$ cat src/rtl/gen_job_sched.sv
// Descriptor-queued launcher for an ap_start/ap_ready/ap_done stream generator.
// Define GEN_JOB_SCHED_PERF_EN to add the stall_cnt performance output.
module gen_job_sched #(
  parameter int DEPTH = 4,
  parameter int CNT_W = 16
) (
  input  logic             ap_clk,
  input  logic             ap_rst_n,
  input  logic [31:0]      job_size,
  input  logic             job_valid,
  output logic             job_ready,
  output logic [31:0]      gen_size,
  output logic             gen_start,
  input  logic             gen_ready,
  input  logic             gen_done,
  input  logic             mon_tvalid,
  input  logic             mon_tready,
  input  logic             mon_tlast,
  output logic             busy,
  output logic [CNT_W-1:0] jobs_done,
  output logic [CNT_W-1:0] skipped,
  output logic [1:0]       err,
  input  logic             err_clr,
`ifdef GEN_JOB_SCHED_PERF_EN
  output logic [31:0]      stall_cnt,
`endif
  output logic             irq
);

  localparam int AW = $clog2(DEPTH);
  localparam logic [CNT_W-1:0] CNT_ONE = 1;
  localparam logic [AW:0] PTR_FULL = {1'b1, {AW{1'b0}}};

  typedef enum logic [1:0] {IDLE, LAUNCH, RUN} state_t;

  state_t           state_q, state_d;
  logic [31:0]      mem [DEPTH];
  logic [AW:0]      wr_ptr_q, wr_ptr_d, rd_ptr_q, rd_ptr_d;
  logic [31:0]      gen_size_q, gen_size_d;
  logic [31:0]      beat_cnt_q, beat_cnt_d;
  logic [CNT_W-1:0] jobs_q, jobs_d, skip_q, skip_d;
  logic [1:0]       err_q, err_d, err_set;
  logic             irq_q, irq_d;
  logic             fifo_empty, fifo_full, push, pop, done_evt;
  logic             beat, tlast_beat;
  logic [31:0]      head;

  assign fifo_empty = (wr_ptr_q == rd_ptr_q);
  assign fifo_full  = ((wr_ptr_q ^ rd_ptr_q) == PTR_FULL);
  assign push       = job_valid && !fifo_full;
  assign head       = mem[rd_ptr_q[AW-1:0]];
  assign beat       = mon_tvalid && mon_tready;
  assign tlast_beat = beat && mon_tlast;

  always_ff @(posedge ap_clk) begin
    if (push) mem[wr_ptr_q[AW-1:0]] <= job_size;
  end

`ifdef GEN_JOB_SCHED_PERF_EN
  logic [31:0] stall_q, stall_d;
`endif

  always_comb begin
    state_d    = state_q;
    gen_size_d = gen_size_q;
    beat_cnt_d = beat_cnt_q;
    jobs_d     = jobs_q;
    skip_d     = skip_q;
    err_set    = 2'b00;
    pop        = 1'b0;
    done_evt   = 1'b0;
`ifdef GEN_JOB_SCHED_PERF_EN
    stall_d    = stall_q;
`endif
    case (state_q)
      IDLE: begin
        if (!fifo_empty) begin
          // Zero-size jobs never produce ap_done, so they are dropped here.
          if (head == 32'd0) begin
            pop    = 1'b1;
            skip_d = skip_q + CNT_ONE;
          end else begin
            gen_size_d = head;
            beat_cnt_d = 32'd0;
            state_d    = LAUNCH;
`ifdef GEN_JOB_SCHED_PERF_EN
            stall_d    = 32'd0;
`endif
          end
        end
      end
      LAUNCH: begin
        if (gen_ready) begin
          pop     = 1'b1;
          state_d = RUN;
        end
      end
      RUN: begin
        if (beat) beat_cnt_d = beat_cnt_q + 32'd1;
`ifdef GEN_JOB_SCHED_PERF_EN
        if (mon_tvalid && !mon_tready) stall_d = stall_q + 32'd1;
`endif
        if (gen_done) begin
          // The done cycle carries the final beat, hence the +1.
          if (beat_cnt_q + 32'd1 != gen_size_q) err_set[0] = 1'b1;
          if (!tlast_beat) err_set[1] = 1'b1;
          jobs_d   = jobs_q + CNT_ONE;
          done_evt = 1'b1;
          state_d  = IDLE;
        end else if (tlast_beat) begin
          err_set[1] = 1'b1;
        end
      end
      default: state_d = IDLE;
    endcase
    wr_ptr_d = wr_ptr_q + {{AW{1'b0}}, push};
    rd_ptr_d = rd_ptr_q + {{AW{1'b0}}, pop};
    irq_d    = done_evt && (wr_ptr_d == rd_ptr_d);
    err_d    = (err_clr ? 2'b00 : err_q) | err_set;
  end

  always_ff @(posedge ap_clk or negedge ap_rst_n) begin
    if (!ap_rst_n) begin
      state_q    <= IDLE;
      wr_ptr_q   <= '0;
      rd_ptr_q   <= '0;
      gen_size_q <= '0;
      beat_cnt_q <= '0;
      jobs_q     <= '0;
      skip_q     <= '0;
      err_q      <= '0;
      irq_q      <= 1'b0;
`ifdef GEN_JOB_SCHED_PERF_EN
      stall_q    <= '0;
`endif
    end else begin
      state_q    <= state_d;
      wr_ptr_q   <= wr_ptr_d;
      rd_ptr_q   <= rd_ptr_d;
      gen_size_q <= gen_size_d;
      beat_cnt_q <= beat_cnt_d;
      jobs_q     <= jobs_d;
      skip_q     <= skip_d;
      err_q      <= err_d;
      irq_q      <= irq_d;
`ifdef GEN_JOB_SCHED_PERF_EN
      stall_q    <= stall_d;
`endif
    end
  end

  assign job_ready = !fifo_full;
  assign gen_size  = gen_size_q;
  assign gen_start = (state_q == LAUNCH);
  assign busy      = (state_q != IDLE) || !fifo_empty;
  assign jobs_done = jobs_q;
  assign skipped   = skip_q;
  assign err       = err_q;
  assign irq       = irq_q;
`ifdef GEN_JOB_SCHED_PERF_EN
  assign stall_cnt = stall_q;
`endif

endmodule

$ cat config.mk
export PLATFORM = sky130hd
export DESIGN_NAME = gen_job_sched
export DESIGN_NICKNAME = d
export VERILOG_FILES = /design/src/rtl/gen_job_sched.sv
export SDC_FILE = /design/constraint.sdc
export NUM_CORES = 1
export LEC_CHECK = 0
export CAP_MARGIN = 0
export CORE_MARGIN = 2
export CORE_UTILIZATION = 30
export CTS_BUF_LIST = sky130_fd_sc_hd__clkbuf_4
export CTS_CLUSTER_SIZE = 14
export DETAILED_ROUTE_END_ITERATION = 6
export DONT_BUFFER_PORTS = 1
export PLACE_DENSITY_LB_ADDON = 0.2
export SLEW_MARGIN = 5
export SYNTH_ARGS = -nofsm -noshare
export SYNTH_HDL_FRONTEND = slang
export SYNTH_SLANG_ARGS = --single-unit
$ cat constraint.sdc
create_clock -name ap_clk -period 12.1 [get_ports ap_clk]
set_clock_uncertainty 0.15 [all_clocks]
set_input_delay 2.42 -clock ap_clk [delete_from_list [all_inputs] [get_ports ap_clk]]
set_output_delay 2.42 -clock ap_clk [all_outputs]
set_load 0.005 [all_outputs]
[Word level (Yosys, flattened, before mapping)]
Memory sizes are Yosys's and may differ from the RTL's.
Index checks and enable logic that the tools add are counted.
Storage, ports and cells
  memories kept: 1
  input bits: 41
  word-level logic and storage cells: 70
  bits in writable memories: 128
  register bits after elaboration: 107
Cells by class
  reductions and logical operators: 16
  $add $sub $neg: 5
  bitwise gates (word level): 4
  multiplexer cells: 24
  equal/unequal tests: 11
Memory list
  mem: words 4, bits a word 32, read ports 1, clocked after memory_dff 0, write ports 1, line 37  | logic [31:0] mem [DEPTH];
Operators with widths (count)
  2-to-1 mux 32 bit: 3
  one-hot mux 32 bit (2 select lines): 1
  adder 16 x 1 -> 16 bit, second input constant: 2
  adder 32 x 1 -> 32 bit, second input constant: 1
  logical NOT 32 bit: 1
  != test 32 bit: 1
  2-to-1 mux 1 bit: 12
  2-to-1 mux 2 bit: 6
  != test 2 bit, second input constant: 4
  AND reduction 4 bit: 2
  adder 3 x 1 -> 3 bit: 2
  == test 3 bit: 2
  one-hot mux 2 bit (3 select lines): 1
  AND reduction 3 bit: 2
  logical AND 1 bit: 4
  nonzero test 2 bit: 2
  == test 3 bit, second input constant: 1
  bitwise XOR 3 bit: 1
  == test 2 x 1 -> 1 bit, second input constant: 1
  == test 2 bit, second input constant: 1
  logical NOT 1 bit: 2
  logical NOT 2 bit: 1
  != test 2 x 1 -> 1 bit, second input constant: 1
  inverter 1 bit: 2
  other kinds (4): 4

[Logic depth before layout (Yosys ltp)]
An unclocked memory read counts as a cell.
  depth after elaboration: 8
  depth in mapped cells: 15
  mapped depth without buffers: 11

[Least setup slack after synthesis]
No wires, ideal clock.
  path kind: input port to flip-flop
  start point: input job_valid
  end point: memory mem[2][0], enable pin
  stages: 2
  arrival: 4.893 ns
  path slack: 6.589 ns
  buffers on the path: 0
  cell sequence: nand2_1 nor3b_1
On the way
  cells in the longest elaborated chain, start to end: 3
RTL lines
  start: declaration: line 10  | input logic job_valid,
  logical AND 1 bit: line 50  | assign push = job_valid && !fifo_full;
  2-to-1 mux 1 bit: line 56  | if (push) mem[wr_ptr_q[AW-1:0]] <= job_size;
  2-to-1 mux 1 bit (not written as such): line 56
  end: declaration: line 37
Every way passes these cells.

[Worst setup path in the final report]
  start point: register rd_ptr_q[0]
  end point: output busy
On the way
  cells in the longest elaborated chain, start to end: 3
RTL lines
  start: declaration: line 38  | logic [AW:0] wr_ptr_q, wr_ptr_d, rd_ptr_q, rd_ptr_d;
  start signal: assignment: line 139  | rd_ptr_q <= rd_ptr_d;
  == test 3 bit: line 48  | assign fifo_empty = (wr_ptr_q == rd_ptr_q);
  logical NOT 1 bit: line 155  | assign busy = (state_q != IDLE) || !fifo_empty;
  logical OR 1 bit: line 155
  end: declaration: line 19  | output logic busy,
Every way passes these cells.

==> summary.txt <==
Clock network
  • Clock-pin slew on the worst setup and hold paths: about 0.060 ns
  • Total clock sinks: between 200 and 250
  • CTS hold repair buffers: 0
  • CTS Buf Count: between 60 and 70
  • Post-CTS sizing: 0
  • H-tree depth: 3
  • CTS tree: yes
  • Setup repair bufs after CTS: 0
  • Later-pin clock latency in the skew report: around 0.70 ns
  • Root buf cell: clkbuf_4
  • Max Buffers Root-to-Sink: 3

Die
  • Rows: 69
  • Core footprint: 35300 um^2
  • I/O pins: between 100 and 150
  • Die X: roughly 190 um
  • Initial Util: 0.302
  • Die height: ~190 um
  • Die Area: roughly 37000 um^2

Layout
  • Finished Core Util: 0.337
  • Design area: 11900 um^2
  • Share of cells above drive strength 1: 0.217
  • Fillers: between 3000 and 4000
  • NumNets Final: 850
  • Layout area overhead: 11.7%

Routing
  • DRC Markers: 0
  • Wire length per cell: 20.5 um
  • Via-per-instance ratio: ~4.9
  • Post-DRT Antenna Nets: 0
  • Routed via count: about 6500
  • DR pass1 iterations: 5
  • Total wire length: between 20 and 30 mm
  • DRT iter0 DRCs: 326

Timing
  • Final Critical Period: 4.74 ns
  • Period utilisation layout: 0.392
  • Max-slew violations: 0
  • Final setup viols: 0
  • RSZ-0062 raised after global routing: no
  • Setup_tns: 0 ns
  • Worst slew pin tran: approximately 1.1 ns
  • Fmax: between 0.2 and 0.25 GHz
  • Relative max-transition margin: 0.258
  • Hold Fails Final Rpt: 0

Global routing
  • Initial antenna violation count: 1
  • GRT Resource Usage Total: 0.148
  • Number of global-route vias before repair: between 6000 and 7000
  • Total gr overflow: 0
  • Largest net degree at the start of global routing: between 100 and 150
  • First-pass GRT wire length: 40.2 mm

Setup path
  • Critical Path Fanout Max: 34
  • Reg2reg setup slack: 7.87 ns
  • WS Path Type: reg -> out
  • CP endpoint kind: output pin
  • Reg2Reg Capture Point: beat_cnt_q[1]$_DFFE_PN0P_
  • FF-to-FF path depth: 7
  • CP arrival: 2.17 ns
  • Worst Setup Start Kind: register
  • CP required: 9.53 ns
  • Reg2Reg Launch Point: rd_ptr_q[0]$_DFF_PN0_

Logic synthesis
  • Synthesis Warnings: 0
  • Avg Cell Area, Syn: between 10 and 15 um^2
  • Sequential element share of the synthesized area: 0.611
  • Synthesized net count: 822
  • FFs w/ async S/R, synth: 0.455
  • Dominant cell type by area after synthesis: edfxtp_1
  • Netlist Area Pre-Place: 10700 um^2
  • Area share of the largest cell type after synthesis: 0.360
  • Synth top area cells: edfxtp_1 36%, dfrtp_1 25%, mux4_2 5.7%, xnor2_1 4.3%, mux2_2 3.6%
  • EDFF count, synth: about 130
  • Mapped Cells: between 700 and 800
  • Synth cell types: between 50 and 60
  • Most common cell in the netlist: edfxtp_1
  • Synth top cells by count: 128 x edfxtp_1, 107 x dfrtp_1, 55 x nand2_1
  • Ys flop type: edfxtp_1
  • Flip-flop and latch count after synthesis: about 240

Power and ir drop
  • Peak supply drop: 94.8 uV
  • Leak: around 0.0044 uW
  • PD cells: roughly 230 nW/um^2
  • Total power: between 2000 and 3000 uW

Min path
  • Hold_sp: jobs_done[15]$_DFFE_PN0P_
  • Hold endpoint: jobs_done[15]$_DFFE_PN0P_
  • Hold Path Stages: 1
  • Worst Hold Class: reg -> reg

Place
  • Placer Congestion: about 0.73
  • DP HPWL: between 15 and 20 mm
  • PortBufs: 0
  • Placement Cell Area: 11100 um^2

Flow run
  • Max_cap viols: 0

Run status
  • Outcome: completed
## layout by cell type (no fill, tap or decap), types with 19 or more instances in the layout
master | Yosys | final
nand4_1 | 27 | 27
dfrtp_1 | 107 | 106
nand2_1 | 55 | 55
xor2_1 | 29 | 29
nand3_1 | 23 | 23
clkbuf_4 | 0 | 91
mux4_2 | 27 | 27
xnor2_1 | 52 | 52
o21ai_0 | 26 | 26
edfxtp_1 | 128 | 128
nor2_1 | 41 | 40
clkinv_1 | 0 | 19
mux2_2 | 34 | 34
## state kept, by name, summed over array words and instances (netlist names)
signal and cells:
err 2, wr_ptr_q 3, irq 1, skipped 16, mem 128, gen_size 32, beat_cnt_q 32, jobs_done 16
state_q 2, rd_ptr_q 3
## metal layers
metal,wire (um),vias to the layer above,global-route usage
met5,0,-,0
met4,987,0,0.0684
met3,1610,59,0.0473
met2,12700,165,0.230
met1,11700,3218,0.186
li1,-,3008,-
## worst max-delay path by stage
stage	slack (ns)	to	depth (start not counted)	startpoint
2_1_floorplan	6.59	mem[2][0]$_DFFE_PP_	2	job_valid
3_5_place_dp	7.72	irq$_DFF_PN0_	12	rd_ptr_q[0]$_DFF_PN0_
5_1_grt	7.15	busy	4	rd_ptr_q[0]$_DFF_PN0_
6_report	7.36	busy	4	rd_ptr_q[0]$_DFF_PN0_
4_1_cts	7.24	busy	4	rd_ptr_q[0]$_DFF_PN0_
3_3_place_gp	7.76	mem[2][7]$_DFFE_PP_	3	job_valid
## layout make-up
cell class / count / area, um^2 / share of cell area
flip-flops and latches: 235 / 6520 / 0.548
multi-input cells: 484 / 3870 / 0.325
diodes: 1 / 2.50 / 0.000210
repair buffers: 8 / 60.1 / 0.00504
clock buffers: 91 / 683 / 0.0574
inverters: 7 / 26.3 / 0.00221
well taps: 461 / 577 / 0.0484
clock inverters: 27 / 170 / 0.0143
## metrics by stage
step / setup slack [ns] / hold slack [ns] / instances
after global placement: 7.76 / 0.336 / 1195
after global routing: 7.15 / 0.383 / 1314
after detailed placement: 7.72 / 0.337 / 1195
after CTS: 7.24 / 0.350 / 1313
after floorplan: 6.59 / 0.318 / 774
final: 7.36 / 0.341 / 1314
## logic make-up (layout without fill, tap and decap cells)
group / count (synthesis) / after routing / share of synthesized area
compound gates: 87 / 87 / 0.0548
xor+xnor: 81 / 81 / 0.0665
fa+ha+maj: 7 / 7 / 0.00821
buf+inv: 55 / 133 / 0.0282
flops: 235 / 235 / 0.611
mux: 83 / 83 / 0.121
other cells: 0 / 1 / 0
simple gates: 226 / 226 / 0.110
## where the power goes
| part | switching [uW] | total [uW] | internal [uW] |
|---|---|---|---|
| Clock | 349 | 744 | 395 |
| Sequential | 177 | 1220 | 1040 |
| Combinational | 418 | 769 | 350 |
| Total | 944 | 2730 | 1790 |
## critical path, stage by stage (launching register included)
cell and delay [ns]:
dfrtp_2 0.34, buf_4 0.55, xor2_1 0.18, nor3_1 0.28, nand2_1 0.15
Note: power is estimated with default switching activity, not from simulation.
